File: config.mk
export PLATFORM = sky130hd
export DESIGN_NAME = led_breather
export DESIGN_NICKNAME = d
export VERILOG_FILES = /design/src/rtl/led_breather.sv
export SDC_FILE = /design/constraint.sdc
export NUM_CORES = 1
export LEC_CHECK = 0
export ABC_AREA = 1
export BUFFER_PORTS_ARGS = -buffer_cell sky130_fd_sc_hd__buf_2
export CAP_MARGIN = 20
export CELL_PAD_IN_SITES_DETAIL_PLACEMENT = 0
export CELL_PAD_IN_SITES_GLOBAL_PLACEMENT = 1
export CORE_MARGIN = 3
export CORE_UTILIZATION = 43
export CTS_CLUSTER_SIZE = 24
export DETAILED_ROUTE_END_ITERATION = 10
export HOLD_SLACK_MARGIN = 0.1
export PLACE_DENSITY = 0.92
export SLEW_MARGIN = 0
export SYNTH_ARGS = -nofsm -noshare
export SYNTH_HDL_FRONTEND = slang
export SYNTH_SLANG_ARGS = --single-unit
File: constraint.sdc
create_clock -name i_clk -period 2.7 [get_ports i_clk]
set_clock_uncertainty 0.1 [all_clocks]
set_input_delay 0 -clock i_clk [delete_from_list [all_inputs] [get_ports i_clk]]
set_output_delay 0 -clock i_clk [all_outputs]
set_load 0.05 [all_outputs]
File: src/rtl/led_breather.sv
// Breathing brightness sequencer for the LED PWM dimmer.
// Ramps the duty up, holds, ramps down, holds, and accepts a manual duty override.
module led_breather #(
  parameter int DW          = 8,
  parameter int STEP_CYCLES = 65536,
  parameter int HOLD_CYCLES = 4194304,
  parameter int DUTY_MIN    = 0,
  parameter int DUTY_MAX    = 255
) (
  input  logic          i_clk,
  input  logic          i_reset,
  input  logic          i_en,
  input  logic          i_set_stb,
  input  logic [DW-1:0] i_set_duty,
  output logic [DW-1:0] o_duty,
  output logic          o_stb,
  output logic [2:0]    o_state
);

  localparam int TMAX = (STEP_CYCLES > HOLD_CYCLES) ? STEP_CYCLES : HOLD_CYCLES;
  localparam int TW   = (TMAX > 1) ? $clog2(TMAX) : 1;

  localparam logic [TW-1:0] STEP_LOAD = TW'(STEP_CYCLES - 1);
  localparam logic [TW-1:0] HOLD_LOAD = TW'(HOLD_CYCLES - 1);
  localparam logic [DW-1:0] MIN_V     = DW'(DUTY_MIN);
  localparam logic [DW-1:0] MAX_V     = DW'(DUTY_MAX);

  localparam logic [2:0] S_IDLE      = 3'd0;
  localparam logic [2:0] S_RAMP_UP   = 3'd1;
  localparam logic [2:0] S_HOLD_HIGH = 3'd2;
  localparam logic [2:0] S_RAMP_DOWN = 3'd3;
  localparam logic [2:0] S_HOLD_LOW  = 3'd4;

  logic [2:0]    state_q, state_d;
  logic [DW-1:0] duty_q, duty_d;
  logic          stb_q, stb_d;
  logic [TW-1:0] timer_q, timer_d;
  logic [DW-1:0] set_clamped;
  int            set_val;

  // Compare in int so the clamp bounds never fold into constant unsigned tests.
  always_comb begin
    set_val = int'(i_set_duty);
    if (set_val < DUTY_MIN)
      set_clamped = MIN_V;
    else if (set_val > DUTY_MAX)
      set_clamped = MAX_V;
    else
      set_clamped = i_set_duty;
  end

  always_comb begin
    state_d = state_q;
    duty_d  = duty_q;
    stb_d   = 1'b0;
    timer_d = timer_q;
    if (i_set_stb) begin
      duty_d  = set_clamped;
      stb_d   = 1'b1;
      timer_d = STEP_LOAD;
      if (i_en)
        state_d = (set_clamped < MAX_V) ? S_RAMP_UP : S_RAMP_DOWN;
      else
        state_d = S_IDLE;
    end else if (!i_en) begin
      state_d = S_IDLE;
      timer_d = '0;
    end else begin
      case (state_q)
        S_IDLE: begin
          state_d = (duty_q < MAX_V) ? S_RAMP_UP : S_RAMP_DOWN;
          timer_d = STEP_LOAD;
        end
        S_RAMP_UP: begin
          if (timer_q == '0) begin
            if (duty_q < MAX_V)
              duty_d = duty_q + 1'b1;
            stb_d = 1'b1;
            if (duty_d >= MAX_V) begin
              state_d = S_HOLD_HIGH;
              timer_d = HOLD_LOAD;
            end else begin
              timer_d = STEP_LOAD;
            end
          end else begin
            timer_d = timer_q - 1'b1;
          end
        end
        S_HOLD_HIGH: begin
          if (timer_q == '0) begin
            state_d = S_RAMP_DOWN;
            timer_d = STEP_LOAD;
          end else begin
            timer_d = timer_q - 1'b1;
          end
        end
        S_RAMP_DOWN: begin
          if (timer_q == '0) begin
            if (duty_q > MIN_V)
              duty_d = duty_q - 1'b1;
            stb_d = 1'b1;
            if (duty_d <= MIN_V) begin
              state_d = S_HOLD_LOW;
              timer_d = HOLD_LOAD;
            end else begin
              timer_d = STEP_LOAD;
            end
          end else begin
            timer_d = timer_q - 1'b1;
          end
        end
        S_HOLD_LOW: begin
          if (timer_q == '0) begin
            state_d = S_RAMP_UP;
            timer_d = STEP_LOAD;
          end else begin
            timer_d = timer_q - 1'b1;
          end
        end
        default: begin
          state_d = S_IDLE;
          timer_d = '0;
        end
      endcase
    end
  end

  always_ff @(posedge i_clk or posedge i_reset) begin
    if (i_reset) begin
      state_q <= S_IDLE;
      duty_q  <= MIN_V;
      stb_q   <= 1'b0;
      timer_q <= '0;
    end else begin
      state_q <= state_d;
      duty_q  <= duty_d;
      stb_q   <= stb_d;
      timer_q <= timer_d;
    end
  end

  assign o_duty  = duty_q;
  assign o_stb   = stb_q;
  assign o_state = state_q;

endmodule

==> results by stage, run 1 <==
Floorplanning:
- The vertical die dimension is about 84 um.
- The standard-cell row count is 27.
- The die width is 84.3 um.
- For this configuration, the core starts out at a cell density of 0.462.
- 24 I/O pins were placed.
- The die footprint is 7110 um2.
- The area of the core is roughly 5700 um2.

Worst setup path:
- The slack of the worst reg-to-reg path is a little over 0.3 ns.
- The largest driver fanout on the critical path is 17.
- The signal on the critical path passes through inv_1, ha_1, inv_1, nor3_2, nand3_2, nor2_2, nand2_2, nor2_2, nand2_2, o21ai_4, o221ai_1, o21ai_0.
- For the worst setup path, the data arrival time is between 2 and 3 ns.
- The slowest stage of the critical path is the sky130_fd_sc_hd__o21ai_4 cell.
- The startpoint-to-endpoint class of the critical path is reg2reg.
- The kind of start point of the critical path is a flop.
- The category of the worst setup path capture point is a flop.
- The required time of the worst setup path is around 2.8 ns.
- The delay contributed by the slowest stage of the critical path is around 0.43 ns.

Timing:
- Setup slack closes at 0.307 ns.
- For this run, the top clock speed supported by timing is around 0.42 GHz.
- Setup repair after global routing left no endpoint under its margin.
- The number of failing hold endpoints at the final stage came to 0.
- The worst max-slew margin expressed relative to the limit is 0.553.
- The actual slew at the worst max-slew pin is about 0.67 ns.
- The final critical path time including I/O delays and setup is approximately 2.4 ns.
- The final max-slew violation count is 0.
- The final number of setup-violating endpoints is 0.
- Of the available clock period, the critical path in the final layout requires 0.886.
- For the final routed database, the setup TNS stands at 0 ns.

Clock tree:
- The maximum level of the CTS H-tree is 2.
- The clock latency of the later-clocked register in the worst-skew pair is between 0.2 and 0.3 ns.
- No sink is reached through more buffers than the 2 on the longest clock path.
- Clock-pin slew was measured on the worst setup and hold paths at around 0.07 ns.
- The root buffer cell chosen for the clock tree is sky130_fd_sc_hd__clkbuf_8.
- Gates resized during post-CTS repair numbered 0.
- The number of buffers added by the clock tree synthesis step is 5.
- The total number of clock tree sinks is 34.
- The clock tree from TritonCTS is done.

Yosys:
- Synthesis produced a netlist with a net count of 399.
- The average instance in the mapped netlist occupies 6.89 um2.
- The share of flip-flops with an asynchronous set or reset after synthesis is 1.00.
- The share of the Yosys chip area taken by registers is 0.323.
- Synthesis produced ~380 cells.
- The area share of the leading cell type in the synthesized netlist is 0.323.
- The warning count from the yosys run is 0.
- Yosys mapped a number of flops with a built-in enable equal to 0.
- The synthesized netlist contains 38 unique library cells.
- For this run, the leading register cell type out of synthesis is sky130_fd_sc_hd__dfrtp_1.
- sky130_fd_sc_hd__nand2_1 is the most common cell in the netlist.
- After synthesis, the most frequently instantiated cells are 95 x sky130_fd_sc_hd__nand2_1, 49 x sky130_fd_sc_hd__nor2_1, 34 x sky130_fd_sc_hd__dfrtp_1, 34 x sky130_fd_sc_hd__nand3_1, 30 x sky130_fd_sc_hd__inv_1.
- The cell accounting for the most synthesized area is sky130_fd_sc_hd__dfrtp_1.
- The cell area after synthesis is roughly 2600 um2.
- Counting flops and latches in the post-synthesis netlist gives 34.
- By area the synthesized netlist is led by sky130_fd_sc_hd__dfrtp_1 32%, sky130_fd_sc_hd__nand2_1 14%, sky130_fd_sc_hd__nor2_1 7.0%.

Status:
- The run finished with clean final reports.

Placement:
- The global placement routability congestion is between 0.9 and 1.
- Summed over all nets, the half-perimeter wirelength after detailed placement is just over 5000 um.
- The pre-CTS worst setup slack is 0.324 ns.
- The number of port buffers is 23.
- Counting tap cells, the placed design contains a total of roughly 470 instances.

Job:
- The reported max-cap violation count is 0.

Detailed routing:
- The total wire length after detailed routing is between 7000 and 8000 um.
- The remaining antenna violation count is 0.
- Across all layers, the routed design uses roughly 2700 vias.
- Dividing the detail-routed wire length by the instance count gives 14.8 um.
- The detailed-router iteration count before antenna repair is 5.
- The per-cell via count in the routed design is about 5.5.
- In the routed design, unresolved DRC markers number 0.
- The detailed router's first-iteration violation count is 268.

Global routing:
- The pin count of the biggest net entering global routing is 35.
- The total global routing track utilization is 0.213.
- The number of antenna violations at the first check in global routing came to 0.
- After global routing the overflow that remains totals 0.
- The via count of the first global-routing pass is ~2500.
- The global-route wire length before repair is 12500 um.

Pwr:
- The switching power is slightly below 1000 uW.
- The total power density per cell area is around 700 nW/um2.
- Internal power comes to approximately 1100 uW.
- Of the total power, combinational logic draws 0.470.
- After layout, the design draws a total of 2110 uW.
- The relative contribution of sequential cells to total power is 0.339.
- IR analysis of the VDD net gives a maximum drop of ~0.00056 V.
- The analysis attributes to cell leakage a power of about 0.0014 uW.
- The share of total power dissipated in the clock network is 0.191.
- The switching part of the total is 0.470.

Final layout:
- Once layout is complete, the utilization of the core stands at 0.532.
- The number of filler cells placed in the layout is about 580.
- 0 antenna diodes ended up in the layout.
- The finished layout holds approximately 490 standard cells, fillers aside.
- In the final layout, the share of cells above drive strength 1 is 0.162.
- After the last flow step, the layout net total stands at about 440.
- Compared with the post-synthesis result, the final layout area differs by 15.1%.

Hold path:
- In this run the worst hold path is classified as in2async.
-- power groups by stage --
stage / Sequential, uW / Combinational, uW / Clock, uW
floorplan: 800 / 660 / 0
global placement: 722 / 958 / 0
detailed placement: 722 / 965 / 0
CTS: 714 / 985 / 410
global route: 731 / 1110 / 435
finish: 717 / 993 / 404
-- flip-flops by register name (all words and copies together) (netlist names) --
signal and count:
timer_q 22, o_duty 8, o_state 3, o_stb 1
-- critical path: cells and delay by family (launching register included) --
kind	cells	cell delay [ns]
flip-flops	1	0.38
buffers and inverters	2	0.15
AND/OR/NAND/NOR	6	0.74
adder cells (fa/ha/maj)	1	0.19
AO/OA/AOI/OAI	3	0.75
-- cell usage in the layout, fill, tap and decap left out, types with 4 or more instances in the layout --
| cell type | count |
|---|---|
| sky130_fd_sc_hd__dfrtp_1 | 34 |
| sky130_fd_sc_hd__nand3_1 | 34 |
| sky130_fd_sc_hd__nand2_1 | 95 |
| sky130_fd_sc_hd__dlygate4sd3_1 | 13 |
| sky130_fd_sc_hd__nand4_1 | 8 |
| sky130_fd_sc_hd__ha_1 | 4 |
| sky130_fd_sc_hd__buf_4 | 8 |
| sky130_fd_sc_hd__clkbuf_8 | 6 |
| sky130_fd_sc_hd__inv_1 | 30 |
| sky130_fd_sc_hd__a31oi_1 | 4 |
| sky130_fd_sc_hd__nor2_2 | 8 |
| sky130_fd_sc_hd__a21oi_1 | 17 |
| sky130_fd_sc_hd__xor2_1 | 13 |
| sky130_fd_sc_hd__nand2_2 | 7 |
| sky130_fd_sc_hd__o21ai_0 | 23 |
| sky130_fd_sc_hd__nor3_1 | 5 |
| sky130_fd_sc_hd__nor2_1 | 49 |
| sky130_fd_sc_hd__o211ai_1 | 7 |
| sky130_fd_sc_hd__xnor2_1 | 6 |
| sky130_fd_sc_hd__buf_2 | 23 |
-- through the flow --
step,hold WS [ns],area (um2)
detailed placement,0.0301,2820
finish,0.250,3040
CTS,0.273,3040
floorplan,0.00962,2640
global placement,0.0225,2820
global route,0.302,3040
-- what timing repair did --
action                                 CTS  global route
endpoints found under the hold margin   47             0
setup buffers                            0             0
setup endpoints to repair                0             0
hold buffers                            13             0
-- final timing paths --
check	start	end	cells past startpoint
max in group asynchronous	i_reset	timer_q[12]	4
min in group i_clk	i_en	timer_q[12]	4
max	timer_q[0]	o_duty[5]	12
max reg2reg	timer_q[0]	o_duty[5]	12
min	i_reset	o_stb	4
min reg2reg	o_state[0]	o_state[0]	2
-- routing by layer --
| metal | up-vias | part of all wire | GRT usage |
|---|---|---|---|
| li1 | 1327 | - | - |
| met1 | 1240 | 0.47 | 0.303 |
| met2 | 111 | 0.44 | 0.325 |
| met3 | 24 | 0.066 | 0.0451 |
| met4 | 0 | 0.024 | 0.0585 |
| met5 | - | 0 | 0 |
-- area by class of cell --
| type | count | area, um2 | share of cell area |
|---|---|---|---|
| inverter | 32 | 121 | 0.0400 |
| sequential | 34 | 851 | 0.280 |
| clock inverter | 1 | 5.00 | 0.00165 |
| clock buffer | 7 | 86.3 | 0.0284 |
| tap | 72 | 90.1 | 0.0297 |
| timing repair buffer | 44 | 305 | 0.101 |
| multi-input combinational | 302 | 1580 | 0.520 |
-- logic make-up (layout without fill, tap and decap cells) --
| group | count (synthesis) | after routing | share of synthesized area |
|---|---|---|---|
| AND/OR/NAND/NOR | 217 | 217 | 0.375 |
| adder cells (fa/ha/maj) | 4 | 4 | 0.0190 |
| flip-flops | 34 | 34 | 0.323 |
| AO/OA/AOI/OAI | 62 | 62 | 0.141 |
| buffers and inverters | 47 | 84 | 0.0792 |
| XOR/XNOR | 19 | 19 | 0.0631 |
Note: power is estimated with default switching activity, not from simulation.
==> inputs of run 2 (changes only) <==
Settings changed: CELL_PAD_IN_SITES_DETAIL_PLACEMENT 0 to 1, CELL_PAD_IN_SITES_GLOBAL_PLACEMENT 1 to 2, CORE_UTILIZATION 43 to 34, PLACE_DENSITY 0.92 to 0.93.
==> results by stage, run 2 (synthesis results as in run 1) <==
Floorplanning:
- The die width is approximately 94 um.
- After floorplanning, the core was divided into 31 placement rows.
- The region available for standard cell placement spans ~7400 um2.
- 24 I/O pins were placed.
- The effective utilization at floorplan is 0.358.
- Measured along the y axis, the die boundary spans between 90 and 100 um.
- The die footprint is approximately 8900 um2.

Worst setup path:
- Walking the worst path, the cells encountered are inv_1, ha_1, inv_1, nor3_2, nand3_2, nor2_2, nand2_2, nor2_2, nand2_2, o21ai_4, buf_4, o211ai_1, o21ai_0.
- The destination of the worst register-to-register timing path is o_duty[2].
- Across all register-to-register paths, the minimum setup slack is 0.27 ns.
- For the worst setup path, the data required time is ~2.8 ns.
- The cell type of the slowest stage on the worst timing path is sky130_fd_sc_hd__dfrtp_1.
- The worst setup path is captured at a flop.
- The delay contributed by the slowest stage of the critical path is approximately 0.39 ns.
- The startpoint-to-endpoint class of the critical path is reg2reg.
- The buffer and inverter count on the worst path is 3.
- The number of cells on the worst reg-to-reg path is 13.
- The startpoint identified for the worst register-to-register timing path is timer_q[0].
- In this run the worst path has a maximum fanout of 8.
- STA classifies the critical path startpoint as a flop.
- The data arrival time at the worst-slack endpoint is about 2.5 ns.
- The largest delay contributor family on the critical path is simple AND/OR/NAND/NOR gates.

Detailed routing:
- The total number of vias is 2769.
- The per-cell via count in the routed design is 5.23.
- The detailed router's first-iteration violation count is 135.
- The total wire length after detailed routing is ~8500 um.
- The remaining antenna violation count is 0.
- Dividing the detail-routed wire length by the instance count gives around 16 um.
- The detailed-router iteration count before antenna repair is 4.
- In the routed design, unresolved DRC markers number 0.

Final layout:
- The register with the most flip-flops in the layout has 22 of them.
- The final net count is 445.
- The most common cell after layout, fill and taps aside is sky130_fd_sc_hd__nand2_1.
- The library cells used most frequently in the layout, excluding fill and tap cells, are 95 x sky130_fd_sc_hd__nand2_1, 49 x sky130_fd_sc_hd__nor2_1, 34 x sky130_fd_sc_hd__nand3_1, 34 x sky130_fd_sc_hd__dfrtp_1, 30 x sky130_fd_sc_hd__inv_1.
- The synthesis-to-layout area growth is 19.9%.
- The layout cell share with drive strength beyond 1 is 0.177.
- The register with the most flip-flops is timer_q.
- The post-layout instance count excluding filler cells is between 500 and 600.
- The number of filler cells placed in the layout is approximately 980.
- The repair_antennas step left the layout with diodes totalling 0.

Pwr:
- For this design the static power due to leakage is between 0.001 and 0.0015 uW.
- Across the VDD grid, the largest voltage drop is about 0.00028 V.
- The total power density per cell area is approximately 710 nW/um2.

Hold path:
- The path class of the tightest hold or removal check is in2reg.
- The path with the worst hold slack has its endpoint at o_state[2].
- Along the worst hold path, the cell count comes to 4.
- The launch instance of the worst min-delay path is i_set_stb.

Clock tree:
- Buffers inserted during clock tree synthesis total 5.
- TritonCTS built the clock tree.
- After clock tree synthesis, the repair step resized 0 gates.
- The total number of clock tree sinks is 34.
- Clock-pin slew was measured on the worst setup and hold paths at 0.07 ns.
- The clock reaches the later pin of the worst-skew pair after approximately 0.28 ns.
- The clock tree synthesis step divided the H-tree into 2 levels.
- The worst-case clock buffer depth is 2.
- The tree is rooted in a sky130_fd_sc_hd__clkbuf_8.

Timing:
- The final critical path time including I/O delays and setup is 2.43 ns.
- For the pin with the worst max-slew slack, the measured transition is approximately 0.68 ns.
- The fraction of the cycle the final worst path needs is 0.901.
- The highest clock frequency the design can meet is slightly above 0.4 GHz.
- In this run the tightest slew margin relative to its limit is 0.544.
- The number of failing hold endpoints at the final stage is 0.
- Setup violations remaining at the end of the flow were counted as 0.
- The final max-slew violation count is 0.
- Setup repair after global routing left no endpoint under its margin.
- The total negative slack is 0 ns.

Global routing:
- The global-route wire length before repair is between 10000 and 15000 um.
- In the global route stage, overall resource usage came out at 0.199.
- Summed over all layers, the global routing overflow is 0.
- The via count of the first global-routing pass is ~2900.
- The number of antenna violations at the first check in global routing is 0.
- Entering global routing, the biggest net connects 23 pins.

Status:
- The run finished with clean final reports.

Placement:
- Counting tap cells, the placed design contains a total of 500 instances.
- The number of port buffers is 23.
- At the end of routability-driven placement, the weighted congestion stood at approximately 0.91.
- Once detailed placement completed, the half-perimeter wirelength came to between 6000 and 7000 um.

Job:
- The reported max-cap violation count is 0.
[run 2: changes by cell type in the layout (fill, tap and decap cells not counted), sizes merged]
cell	before	now
dlygate4sd3	13	14
bufinv	0	1
buf	31	40
clkinv	3	2
[run 2: worst max-delay path by stage]
stage / start / end / slack (ns) / depth (start not counted)
global route: timer_q[0] / o_duty[2] / 0.04 / 13
floorplan: o_duty[0] / o_state[1] / 0.33 / 15
finish: timer_q[0] / o_duty[2] / 0.27 / 13
detailed placement: timer_q[0] / o_duty[0] / 0.29 / 12
CTS: timer_q[0] / o_duty[0] / 0.25 / 12
global placement: timer_q[0] / o_duty[0] / 0.34 / 12
[run 2: final cells by class]
| cell class | count | area (um2) | area share |
|---|---|---|---|
| clock buffers | 7 | 76.3 | 0.0241 |
| well taps | 99 | 124 | 0.0392 |
| flip-flops and latches | 34 | 851 | 0.269 |
| inverters | 32 | 121 | 0.0384 |
| repair buffers | 54 | 383 | 0.121 |
| multi-input cells | 302 | 1580 | 0.499 |
| clock inverters | 1 | 30.0 | 0.00949 |
[run 2: tightest hold or removal path: stages]
cell and delay [ns]:
sky130_fd_sc_hd__buf_2 0.24, sky130_fd_sc_hd__nor3_1 0.10, sky130_fd_sc_hd__nand3_1 0.09, sky130_fd_sc_hd__nand2_1 0.04
[run 2: power breakdown]
part | internal (uW) | total [uW] | switching (uW)
clock network | 277 | 467 | 190
registers | 594 | 719 | 125
logic | 335 | 1050 | 719
total | 1210 | 2240 | 1030
[run 2: timing repair]
| item | 4_1_cts | 5_1_grt |
|---|---|---|
| setup buffers | 0 | 7 |
| hold buffers | 14 | 0 |
| endpoints found under the hold margin | 24 | 0 |
| endpoints found under the setup margin | 0 | 2 |
[run 2: through the flow]
| stage | util | hold slack, ns | worst slack [ns] | cell area (um2) | power [uW] |
|---|---|---|---|---|---|
| floorplan | - | 0.00962 | 0.327 | 2640 | 1460 |
| global placement | 0.389 | -0.0322 | 0.339 | 2860 | 1720 |
| detailed placement | 0.389 | -0.0211 | 0.287 | 2860 | 1740 |
| CTS | 0.422 | 0.119 | 0.254 | 3110 | 2230 |
| global route | 0.429 | 0.168 | 0.0415 | 3160 | 2410 |
| finish | 0.429 | 0.131 | 0.266 | 3160 | 2240 |
[run 2: per-layer routing]
layer	vias up	wire length, um	global-route usage
met2	46	4170	0.344
met4	0	80	0.0409
met5	-	0	0
li1	1350	-	-
met1	1367	4060	0.268
met3	6	237	0.0208
==> inputs of run 3 (changes only) <==
Settings changed: ABC_AREA 1 to unset, CORE_UTILIZATION 34 to 36, MAX_ROUTING_LAYER set to met4, PLACE_DENSITY 0.93 to unset, PLACE_DENSITY_LB_ADDON set to 0.1.
==> results by stage, run 3 <==
Timing:
- The fraction of the cycle the final worst path needs is 0.927.
- The number of failing hold endpoints at the final stage is 0.
- Headroom to the max-slew limit came out at 0.576.
- Setup repair after global routing left no endpoint under its margin.
- The final number of setup-violating endpoints is 0.
- The worst path needs 2.50 ns of the cycle, external delays included.
- Adding up every negative setup slack in the final design gives 0 ns.
- For the pin with the worst max-slew slack, the measured transition is between 0.6 and 0.7 ns.
- The post-route worst hold slack is roughly 0.18 ns.
- The post-layout worst setup margin is around 0.2 ns.
- Based on the critical path, the design can be clocked at up to approximately 0.4 GHz.
- The final max-slew violation count is 0.

Clock tree:
- The maximum level of the CTS H-tree is 2.
- TritonCTS built the clock tree.
- The number of buffers added by the clock tree synthesis step is 5.
- The clock edge transition at the registers on the reported setup and hold paths is 0.07 ns.
- At the later pin of the worst-skew pair, clock insertion delay measures 0.28 ns.
- The longest clock path from root to sink contains 2 buffers.
- The tree is rooted in a sky130_fd_sc_hd__clkbuf_8.
- For this design, the sink count on the clock tree is 34.

Final layout:
- The final net count is 383.
- The register with the most flip-flops in the layout has 22 of them.
- The register with the most flip-flops is timer_q.
- The most common cell after layout, fill and taps aside is sky130_fd_sc_hd__nand2_1.
- The layout cell share with drive strength beyond 1 is 0.196.
- In the layout the commonest cells are 41 x sky130_fd_sc_hd__nand2_1, 34 x sky130_fd_sc_hd__dfrtp_1, 26 x sky130_fd_sc_hd__nor2_1.
- The number of inserted diodes is 0.
- The synthesis-to-layout area growth is 19.8%.

Pwr:
- Total power for the finished layout comes to 1530 uW.
- The total power density per cell area is 475 nW/um2.
- The combinational cell fraction of total power is 0.333.
- The share of total power dissipated in sequential elements is 0.407.
- Summed over all nets, the switching power comes to 580 uW.
- Cell internal power was estimated by the tool at around 950 uW.
- The leakage power figure is about 0.0013 uW.
- The worst-case IR drop observed on VDD is 0.000244 V.
- Of the total power, the clock network draws 0.260.
- Of the total power, the share spent switching nets is 0.379.

Yosys:
- The cell accounting for the most synthesized area is sky130_fd_sc_hd__dfrtp_1.
- Synthesis inferred 34 register bits.
- Counting every instance in the synthesized netlist gives ~320.
- The commonest register cell after synthesis is sky130_fd_sc_hd__dfrtp_1.
- The post-synthesis sequential area ratio is 0.316.
- The average cell area after synthesis is 8.32 um2.
- The commonest cells after synthesis are 41 x sky130_fd_sc_hd__nand2_1, 34 x sky130_fd_sc_hd__dfrtp_1, 26 x sky130_fd_sc_hd__nor2_1.
- Yosys attributes the largest share of cell area to sky130_fd_sc_hd__dfrtp_1 32%, sky130_fd_sc_hd__nand2_1 5.7%, sky130_fd_sc_hd__xnor2_1 3.9%.
- After synthesis, the netlist uses between 60 and 70 different library cells.
- The number of nets handed over by synthesis was between 300 and 400.
- Of the post-synthesis cell area, the dominant cell type holds 0.316.
- The cell area after synthesis is ~2700 um2.
- The most used standard cell by instance count after synthesis is sky130_fd_sc_hd__nand2_1.
- During synthesis, Yosys emitted a total of 0 warnings.
- The share of flip-flops with an asynchronous set or reset after synthesis is 1.00.
- In this run, synthesis inferred 0 flip-flops with an integrated enable.

Floorplanning:
- The die covers ~8500 um2.
- The initial utilization of the core area, before any placement, comes to 0.383.
- The count of boundary I/O pins is 24.
- The die width is roughly 92 um.
- The floorplan has 30 rows.
- The die is 92.4 um tall.
- The area of the core is between 7000 and 8000 um2.

Placement:
- Summed over all nets, the half-perimeter wirelength after detailed placement is ~6200 um.
- Prior to clock tree synthesis, the placed netlist has a worst setup slack of approximately 0.063 ns.
- The count of buffers added on input and output ports is 23.
- The global placement routability congestion is ~0.88.

Detailed routing:
- Summing over every cut layer, the via total after detailed routing is approximately 2600.
- In the final routing, the length of wire on met1 measures roughly 4400 um.
- After detailed routing, the average wire length per cell comes to 18.1 um.
- Summed over all nets, wire length on met2 after detailed routing comes to ~3600 um.
- The count of nets left with antenna violations once routing finished came out at 0.
- After detailed routing, the number of remaining DRC violations is 0.
- For this run, the detailed router's first-pass iteration total came to 4.
- The per-cell via count in the routed design is 5.58.
- The detailed router finished its first iteration with approximately 120 violations.
- The met3 layer wire length in the routed design is about 400 um.
- Routed signal wires occupy layers up through met4.
- The total wire length after detailed routing is approximately 8400 um.

Worst setup path:
- Data arrives at the worst endpoint at about 2.6 ns.
- The kind of start point of the critical path is a flop.
- The required time of the worst setup path is 2.77 ns.
- Along the worst path, the maximum fanout reaches 9.
- The category of the worst setup path capture point is a flop.
- The startpoint-to-endpoint class of the critical path is reg2reg.

Global routing:
- The pin count of the biggest net entering global routing is 35.
- Across every metal layer, demand over resource in global routing totals 0.212.
- The residual overflow from global routing is 0.
- The via count of the first global-routing pass is between 2000 and 3000.
- The global-route wire length before repair is approximately 14000 um.
- The number of antenna violations at the first check in global routing came to 0.

Status:
- The flow ran to the end, and the final reports show no timing, DRC or antenna violations.

Job:
- The reported max-cap violation count is 0.

Hold path:
- The min-delay analysis places its worst path in the category in2reg.
## run 3: changes by cell type in the layout (fill, tap and decap cells not counted), sizes merged, moves of 6 or more
cell,delta
a21o,+11
maj3,+11
xnor2,+6
nor4,+7
buf,+7
nor2,-32
a211oi,+6
nand3,-27
o21ai,-13
nand2,-62
inv,-18
nand2b,+7
## run 3: cell families after synthesis
logic type | share of synthesized area
xor+xnor | 0.0684
simple gates | 0.268
mux | 0.0186
buf+inv | 0.0498
flops | 0.316
fa+ha+maj | 0.0600
compound gates | 0.219
## run 3: through the flow
step                utilization  cells  instance area [um2]
floorplan                     -    323                 2690
global placement          0.426    443                 2990
detailed placement        0.426    443                 2990
CTS                       0.455    462                 3190
global route              0.459    464                 3220
finish                    0.459    464                 3220
## run 3: metal layers
| layer | vias up | global-route usage |
|---|---|---|
| met4 | 0 | 0.0458 |
| met2 | 48 | 0.291 |
| met1 | 1263 | 0.325 |
| met5 | - | - |
| met3 | 6 | 0.0341 |
| li1 | 1273 | - |
## run 3: path summary, 6_finish.rpt
kind	from	slack, ns	end	cells past startpoint
setup / recovery	o_duty[1]	0.20	o_state[0]	9
hold / removal	i_set_stb	0.18	o_duty[3]	3
setup reg to reg	o_duty[1]	0.20	o_state[0]	9
hold reg to reg	timer_q[20]	0.48	timer_q[20]	2
max in group asynchronous	i_reset	1.92	o_duty[0]	4
min in group asynchronous	i_reset	0.26	o_duty[4]	4
## run 3: timing repair
action,in CTS,in global routing
pin swaps,1,0
hold endpoints to repair,55,0
hold buffers,10,0
buffers inserted,1,2
gates cloned,0,0
gates resized for setup,0,3
setup endpoints to repair,1,8
## run 3: critical path, stage by stage (launching register included)
cell                       delay, ns
sky130_fd_sc_hd__dfrtp_1        0.47
sky130_fd_sc_hd__inv_1          0.16
sky130_fd_sc_hd__ha_1           0.26
sky130_fd_sc_hd__nand2b_1       0.15
sky130_fd_sc_hd__nor4_2         0.20
sky130_fd_sc_hd__mux2i_1        0.29
sky130_fd_sc_hd__o211a_1        0.22
sky130_fd_sc_hd__buf_4          0.13
sky130_fd_sc_hd__a21oi_1        0.07
sky130_fd_sc_hd__o311a_1        0.33
## run 3: layout make-up
type	instances	area (um2)
clock buffers	7	86.3
repair buffers	57	395
clock inverters	1	5.00
inverters	12	45.0
fillers	877	3800
flip-flops and latches	34	851
multi-input cells	257	1720
well taps	96	120
## run 3: power groups by stage
stage | Sequential [uW] | Combinational (uW) | Clock (uW)
3_5_place_dp | 632 | 488 | 0
4_1_cts | 623 | 502 | 410
6_report | 623 | 510 | 398
3_3_place_gp | 632 | 481 | 0
5_1_grt | 633 | 562 | 433
2_1_floorplan | 665 | 303 | 0
